`config.mk`:
```
export PLATFORM = sky130hd
export DESIGN_NAME = uart_rx_deser
export DESIGN_NICKNAME = d
export VERILOG_FILES = /design/src/rtl/uart_pkg.sv /design/src/rtl/uart_bit_timer.sv /design/src/rtl/uart_rx_deser.sv
export SDC_FILE = /design/constraint.sdc
export NUM_CORES = 1
export LEC_CHECK = 0
export ABC_AREA = 1
export ABC_CLOCK_PERIOD_IN_PS = 2900
export BUFFER_PORTS_ARGS = -buffer_cell sky130_fd_sc_hd__buf_2
export CORE_ASPECT_RATIO = 0.5
export CORE_MARGIN = 2
export CORE_UTILIZATION = 40
export CTS_CLUSTER_DIAMETER = 80
export CTS_CLUSTER_SIZE = 12
export DETAILED_ROUTE_END_ITERATION = 7
export PLACE_DENSITY_LB_ADDON = 0.3
export SLEW_MARGIN = 20
export SYNTH_ARGS = -nofsm -noshare
export SYNTH_HDL_FRONTEND = slang
export SYNTH_SLANG_ARGS = --single-unit
export TNS_END_PERCENT = 30
```
`constraint.sdc`:
```
create_clock -name clk -period 2.9 [get_ports clk]
set_clock_uncertainty 0.05 [all_clocks]
set_input_delay 0.58 -clock clk [delete_from_list [all_inputs] [get_ports clk]]
set_output_delay 0.58 -clock clk [all_outputs]
set_load 0.02 [all_outputs]
```
`src/rtl/uart_pkg.sv`:
```
// Shared UART definitions: receiver/transmitter state encodings and bit-rate derivation.
package uart_pkg;

    localparam logic [2:0] ST_WAIT_IDLE = 3'd0;
    localparam logic [2:0] ST_IDLE      = 3'd1;
    localparam logic [2:0] ST_START     = 3'd2;
    localparam logic [2:0] ST_DATA      = 3'd3;
    localparam logic [2:0] ST_STOP      = 3'd4;

    function automatic int calc_divisor(input int clkfreq, input int baud);
        return clkfreq / baud;
    endfunction

    function automatic int calc_half(input int divisor);
        return divisor / 2;
    endfunction

    // Counter width able to hold DIVISOR-1.
    function automatic int timer_width(input int divisor);
        return $clog2(divisor) + 1;
    endfunction

endpackage

```
`src/rtl/uart_bit_timer.sv`:
```
// Bit-period down-counter: loadable, decrements to zero and holds, flags zero.
module uart_bit_timer #(
    parameter int WIDTH = 16
) (
    input  logic             clk,
    input  logic             reset,
    input  logic             i_load,
    input  logic [WIDTH-1:0] i_load_val,
    output logic             o_zero
);

    logic [WIDTH-1:0] r_count;

    always_ff @(posedge clk or posedge reset) begin
        if (reset) begin
            r_count <= '0;
        end else if (i_load) begin
            r_count <= i_load_val;
        end else if (r_count != '0) begin
            r_count <= r_count - 1'b1;
        end
    end

    assign o_zero = (r_count == '0);

endmodule

```
`src/rtl/uart_rx_deser.sv`:
```
// 8N1 UART receiver: mid-bit sampling FSM, shift register and single-entry holding register.
//   state        | meaning
//   ST_WAIT_IDLE | wait for line high before arming (after reset or framing error)
//   ST_IDLE      | armed, waiting for falling start edge
//   ST_START     | timing to middle of start bit to confirm it
//   ST_DATA      | sampling 8 data bits, LSB first
//   ST_STOP      | sampling stop bit
module uart_rx_deser
    import uart_pkg::*;
#(
    parameter int CLKFREQ = 48000000,
    parameter int BAUD    = 115200
) (
    input  logic       clk,
    input  logic       reset,
    input  logic       rxd,
    output logic [7:0] data,
    output logic       valid,
    input  logic       ready,
    output logic       frame_err,
    output logic       overrun
);

    localparam int DIVISOR = calc_divisor(CLKFREQ, BAUD);
    localparam int HALF    = calc_half(DIVISOR);
    localparam int TW      = timer_width(DIVISOR);
    localparam logic [TW-1:0] LD_HALF = TW'(HALF - 1);
    localparam logic [TW-1:0] LD_BIT  = TW'(DIVISOR - 1);

    logic [2:0]    r_state;
    logic [2:0]    r_idx;
    logic [7:0]    r_shift;
    logic [7:0]    r_data;
    logic          r_valid;
    logic          r_frame_err;
    logic          r_overrun;

    logic          w_zero;
    logic          w_load;
    logic [TW-1:0] w_load_val;
    logic          w_complete;
    logic          w_stop_bad;

    uart_bit_timer #(.WIDTH(TW)) u_bit_timer (
        .clk        (clk),
        .reset      (reset),
        .i_load     (w_load),
        .i_load_val (w_load_val),
        .o_zero     (w_zero)
    );

    // No reload on the stop sample: the frame ends there.
    always_comb begin
        w_load     = 1'b0;
        w_load_val = LD_BIT;
        case (r_state)
            ST_IDLE: begin
                if (!rxd) begin
                    w_load     = 1'b1;
                    w_load_val = LD_HALF;
                end
            end
            ST_START: w_load = w_zero && !rxd;
            ST_DATA:  w_load = w_zero;
            default:  w_load = 1'b0;
        endcase
    end

    assign w_complete = (r_state == ST_STOP) && w_zero && rxd;
    assign w_stop_bad = (r_state == ST_STOP) && w_zero && !rxd;

    always_ff @(posedge clk or posedge reset) begin
        if (reset) begin
            r_state <= ST_WAIT_IDLE;
            r_idx   <= 3'd0;
            r_shift <= 8'h00;
        end else begin
            case (r_state)
                ST_WAIT_IDLE: if (rxd) r_state <= ST_IDLE;
                ST_IDLE:      if (!rxd) r_state <= ST_START;
                ST_START: begin
                    if (w_zero) begin
                        if (!rxd) begin
                            r_state <= ST_DATA;
                            r_idx   <= 3'd0;
                        end else begin
                            r_state <= ST_IDLE;
                        end
                    end
                end
                ST_DATA: begin
                    if (w_zero) begin
                        r_shift <= {rxd, r_shift[7:1]};
                        if (r_idx == 3'd7) r_state <= ST_STOP;
                        else               r_idx   <= r_idx + 3'd1;
                    end
                end
                ST_STOP: if (w_zero) r_state <= rxd ? ST_IDLE : ST_WAIT_IDLE;
                default: r_state <= ST_WAIT_IDLE;
            endcase
        end
    end

    // A byte completing while the consumer accepts the old one replaces it seamlessly.
    always_ff @(posedge clk or posedge reset) begin
        if (reset) begin
            r_data      <= 8'h00;
            r_valid     <= 1'b0;
            r_frame_err <= 1'b0;
            r_overrun   <= 1'b0;
        end else begin
            r_frame_err <= w_stop_bad;
            r_overrun   <= w_complete && r_valid && !ready;
            if (w_complete && (!r_valid || ready)) begin
                r_data  <= r_shift;
                r_valid <= 1'b1;
            end else if (r_valid && ready) begin
                r_valid <= 1'b0;
            end
        end
    end

    assign data      = r_data;
    assign valid     = r_valid;
    assign frame_err = r_frame_err;
    assign overrun   = r_overrun;

endmodule

```
Yosys cells after proc, flatten, opt, wreduce, memory -nomap -nowiden
Cells that the tools add are included.
Word-level totals
  bits in registers: 35
  input bits: 4
  output and inout port bits: 11
Cells by class
  add/sub/neg operators: 2
  equal/unequal tests: 13
  mux-type cells: 22
  reductions and logical operators: 21
Operators by type and width (number)
  $mux W3: 10
  $mux W10: 2
  $mux W9: 2
  $ne A2 B2 Y1 const B: 8
  $pmux W3 S5: 1
  $logic_not A10 Y1: 1
  $reduce_bool A10 Y1: 1
  $sub A10 B1 Y10 const B: 1
  $logic_and A1 B1 Y1: 8
  $eq A3 B2 Y1 const B: 2
  $eq A3 B3 Y1 const B: 2
  $pmux W3 S2: 1
  $reduce_and A6 Y1: 1
  $reduce_bool A2 Y1: 3
  $reduce_and A5 Y1: 1
  $mux W1: 4
  $add A3 B1 Y3 const B: 1
  $eq A3 B1 Y1 const B: 1
  $logic_not A1 Y1: 3
  $logic_not A3 Y1: 1
  $pmux W1 S3: 1
  $mux W2: 1
  $reduce_and A2 Y1: 1
  $logic_or A1 B1 Y1: 1

Depth between registers and ports, before layout
  depth in word-level cells: 5
  gate-level depth with buffers: 10

By module
A second synthesis with hierarchy kept.
Unflattened totals
  cell total of the unflattened synthesis: 230
  area total of the unflattened synthesis: 1885.6 sq um
By module, submodules not included
  uart_rx_deser: instances 1, cells an instance 133, area each 1199.9 sq um, sequential area each 625.6 sq um
  uart_bit_timer: instances 1, cells an instance 97, area each 685.7 sq um, sequential area each 250.2 sq um

Least setup slack after synthesis
No wires, ideal clock.
  path kind: register to register
  start: register u_bit_timer.r_count[0]
  end: register r_idx[2]
  setup time: 0.117 ns
  arrival: 1.332 ns
  required time: 2.733 ns
  setup slack: 1.401 ns
  cell stages (with the launch flop): 11
  buffers on the path: 1
  clock period less this slack: 1.499 ns
  cell sequence: dfrtp_1 -> inv_1 -> ha_1 -> nand2_1 -> nor2_4 -> nand2_4 -> buf_6 -> nand2_2 -> nand2_2 -> nand2_1 -> o21ai_2
Between the ends
  cells in the longest elaborated chain, start to end: 3
  elaborated cells between the ends (all ways): 4
  classes of those cells: 2 x eq/ne; 2 x reduce/logical
RTL lines
  start, declared: line uart_bit_timer.sv:12  | logic [WIDTH-1:0] r_count;
  start signal, assigned: line uart_bit_timer.sv:18  | r_count <= i_load_val;
  start signal, assigned: line uart_bit_timer.sv:20  | r_count <= r_count - 1'b1;
  $logic_not A10 Y1 *: line uart_bit_timer.sv:24  | assign o_zero = (r_count == '0);
  $ne A2 B2 Y1 (no line)
  $reduce_and A5 Y1 (no line) *
  end signal, assigned: line uart_rx_deser.sv:95  | else r_idx <= r_idx + 3'd1;
  end, declared: line uart_rx_deser.sv:31  | logic [2:0] r_idx;
Mark *: on every way between the ends. The rest lies on a longest branch, timed or not.
A chain may end at the register's enable or synchronous reset.

Final worst setup path
  start: register u_bit_timer.r_count[0]
  end: register r_data[1] (netlist: data[1])
Between the ends
  cells in the longest elaborated chain, start to end: 4
RTL lines
  $logic_not A10 Y1: line uart_bit_timer.sv:24
  $logic_and A1 B1 Y1 (2 in a row): line uart_rx_deser.sv:69  | assign w_complete = (r_state == ST_STOP) && w_zero && rxd;
  $logic_and A1 B1 Y1: line uart_rx_deser.sv:114  | if (w_complete && (!r_valid || ready)) begin
  end signal, assigned: line uart_rx_deser.sv:115  | r_data <= r_shift;
  end, declared: line uart_rx_deser.sv:33  | logic [7:0] r_data;
No other way between the ends.

==> results.py <==
metrics = {
    "power": {
        "power_leakage_nw": 1.12,
        "p_per_area_nw_per_um2": 447,
        "p_total_uw": 893,
        "peakVddDrop_uv": 293,
    },
    "logic_synthesis": {
        "synthCells": 213,
        "ys_seq_area_share_pct": 48.8,
        "synth_seq_cells": 35,
        "synth.area.top_cells": "dfrtp_1, nand2_1, nand3_1",
        "synth_nets": 221,
        "synth_warnings": 0,
        "synth_top_area_share_pct": 48.8,
        "yosys.area_share.simple_pct": 35.8,
        "syn_area_per_cell_um2": 8.42,
        "synthAdderAreaFrac_pct": 2.79,
        "ys_types": 26,
        "synth-xor-area-share_pct": 1.95,
        "synth_compound_area_share_pct": 4.54,
        "synth_area_um2": 1790,
        "yosysTopAreaCell": "dfrtp_1",
        "muxShareOfSynthArea_pct": 0,
        "synth_top_family_by_area": "simple AND/OR/NAND/NOR gates",
    },
    "clocking": {
        "clkSinkCount": 35,
        "cts_made_buffers": 5,
        "cts_hold_buf": 0,
        "root_buffer": "clkbuf_8",
        "cts_buffer_depth": 2,
        "htree_levels": 2,
        "cts_setup_buffers": 0,
        "clk_pin_slew_ns": 0.07,
        "ctsResizeCount": 0,
        "insertion_delay_ns": 0.28,
        "cts_tree": "done",
    },
    "critical_path": {
        "cp_cell_sequence": "inv_1, ha_1, nand2_1, nor2_4, nand2_4, nor2_8, nand3_4, nand2_1, nand2_1",
        "cp.required_ns": 3.02,
        "start_kind": "register",
        "critPathSlowestCell": "dfrtp_1",
        "cpMostUsedCell": "nand2_1",
        "arrival_ns": 1.89,
        "crit_fanout": 13,
        "crit_type": "register to register",
        "end_kind": "register",
        "cpPeakStageDelay_ns": 0.37,
    },
    "timing": {
        "hold_viol": 0,
        "period_share_pct": 61.1,
        "fmax_mhz": 564,
        "fin_tns_setup_ns": 0,
        "rsz0062_at_grt": "no",
        "max-slew-margin-rel_pct": 71.3,
        "drv_slew": 0,
        "min_period_ns": 1.77,
        "setup_viol": 0,
        "tightest_slew_ns": 0.430,
    },
    "floorplanning": {
        "num_io_pins": 15,
        "row_count": 17,
        "chipWidth_um": 98.7,
        "core_um2": 4360,
        "die_h_um": 51.3,
        "initial_core_util_pct": 41.1,
        "dieArea_um2": 5070,
    },
    "placed_design": {
        "placed_cells": 281,
        "routabilityCongestion": 0.848,
        "hpwl_mm": 2.37,
        "port_buffers": 14,
    },
    "hold_path": {
        "holdCritPathClass": "input pin to asynchronous set/reset pin",
    },
    "grt": {
        "antenna_found_initial": 0,
        "overflow": 0,
        "grt_pass1_vias": 1348,
        "grt_start_max_net_pins": 36,
        "track_usage_pct": 15.0,
        "grt_pass1_wl_mm": 5.87,
    },
    "cells_and_area": {
        "final_cells": 288,
        "seqCellArea_um2": 876,
        "layout.nets": 239,
        "multi_input_area_um2": 808,
        "drive_above_1_share_pct": 19.9,
        "fillers": 420,
        "diodes": 0,
        "syn_to_final_growth_pct": 11.5,
    },
    "routing": {
        "vias": 1407,
        "dr.pass1.iters": 4,
        "detail-route-antenna-nets": 0,
        "wl_per_cell_um": 11.4,
        "drt-total-wl_mm": 3.30,
        "drt_iter0_markers": 53,
        "via_per_inst": 4.89,
        "drc": 0,
    },
    "run_status": {
        "status": "finished, final reports clean",
    },
    "job": {
        "max_cap_violations": 0,
    },
}
-- synthesized netlist by cell type (all sizes together) --
cell    number
nor2        21
xor2         1
ha           4
a21oi        2
xnor2        3
nand3       16
nand4       11
o21ai       10
o211ai       1
nor3         2
clkbuf       2
dfrtp       35
nand2       80
buf          2
or2          1
o22ai        1
inv         21
-- power by group --
part | switching, mW | total, mW | internal, mW
Sequential | 0.00838 | 0.505 | 0.497
Clock | 0.162 | 0.348 | 0.186
Combinational | 0.0268 | 0.0395 | 0.0127
-- cell usage in the layout, fill, tap and decap left out, drive strengths merged --
cell	n
nand4	11
o211ai	1
nor3	2
or2	1
clkbuf	6
xor2	1
inv	21
xnor2	3
o22ai	1
nand2	80
dfrtp	35
a21oi	2
o21ai	10
clkinv	1
ha	4
nand3	16
buf	15
nor2	21
-- registers in the layout, indices dropped and copies added, names as in the netlist --
| register | count |
|---|---|
| overrun | 1 |
| u_bit_timer.r_count | 10 |
| r_idx | 3 |
| frame_err | 1 |
| data | 8 |
| r_state | 3 |
| valid | 1 |
| r_shift | 8 |
-- metal layers --
| layer | track usage (%) | wire length [µm] | vias up | share of wire (%) |
|---|---|---|---|---|
| met5 | 0 | 0 | - | 0 |
| met4 | 7.99 | 33 | 0 | 1.0 |
| met3 | 4.65 | 114 | 4 | 3.5 |
| met2 | 23.9 | 1580 | 17 | 48 |
| met1 | 18.7 | 1560 | 671 | 47 |
| li1 | - | - | 715 | - |
-- cells by family (layout without fill, tap and decap cells) --
| group | Yosys count | count (layout) |
|---|---|---|
| DFF | 35 | 35 |
| adders and majority gates | 4 | 4 |
| and+or+nand+nor | 131 | 131 |
| AOI/OAI and AO/OA | 14 | 14 |
| buffers and inverters | 25 | 43 |
| xor gates and xnor gates | 4 | 4 |
-- final cells by class --
class | count | area share, %
flip-flops and latches | 35 | 43.8
multi-input cells | 153 | 40.4
clock buffers | 6 | 4.13
inverters | 21 | 3.94
repair buffers | 15 | 3.88
well taps | 57 | 3.57
clock inverters | 1 | 0.250
-- final timing paths --
kind	startpoint	endpoint	slack [ns]	depth (start not counted)
worst max-delay path	u_bit_timer.r_count[0]	data[1]	1.13	9
worst min-delay path	reset	u_bit_timer.r_count[1]	0.33	3
worst max register to register	u_bit_timer.r_count[0]	data[1]	1.13	9
worst min register to register	data[3]	data[3]	0.42	2
max in group asynchronous	reset	r_state[1]	2.16	3
min in group clk	data[3]	data[3]	0.42	2
-- metrics by stage --
| step | setup slack, ns | cell area, µm² | hold WS, ns | util [%] |
|---|---|---|---|---|
| floorplan | 1.40 | 1790 | 0.392 | - |
| global placement | 1.16 | 1910 | 0.402 | 43.8 |
| detailed placement | 1.11 | 1910 | 0.404 | 43.8 |
| CTS | 1.11 | 2000 | 0.343 | 45.9 |
| global route | 0.954 | 2000 | 0.366 | 45.9 |
| finish | 1.13 | 2000 | 0.331 | 45.9 |
-- critical path: cells and delay by family (launching register included) --
kind	cells	cell delay [ns]
simple gates	7	0.85
buf+inv	1	0.14
flops	1	0.37
fa+ha+maj	1	0.24
Note: power is estimated with default switching activity, not from simulation.
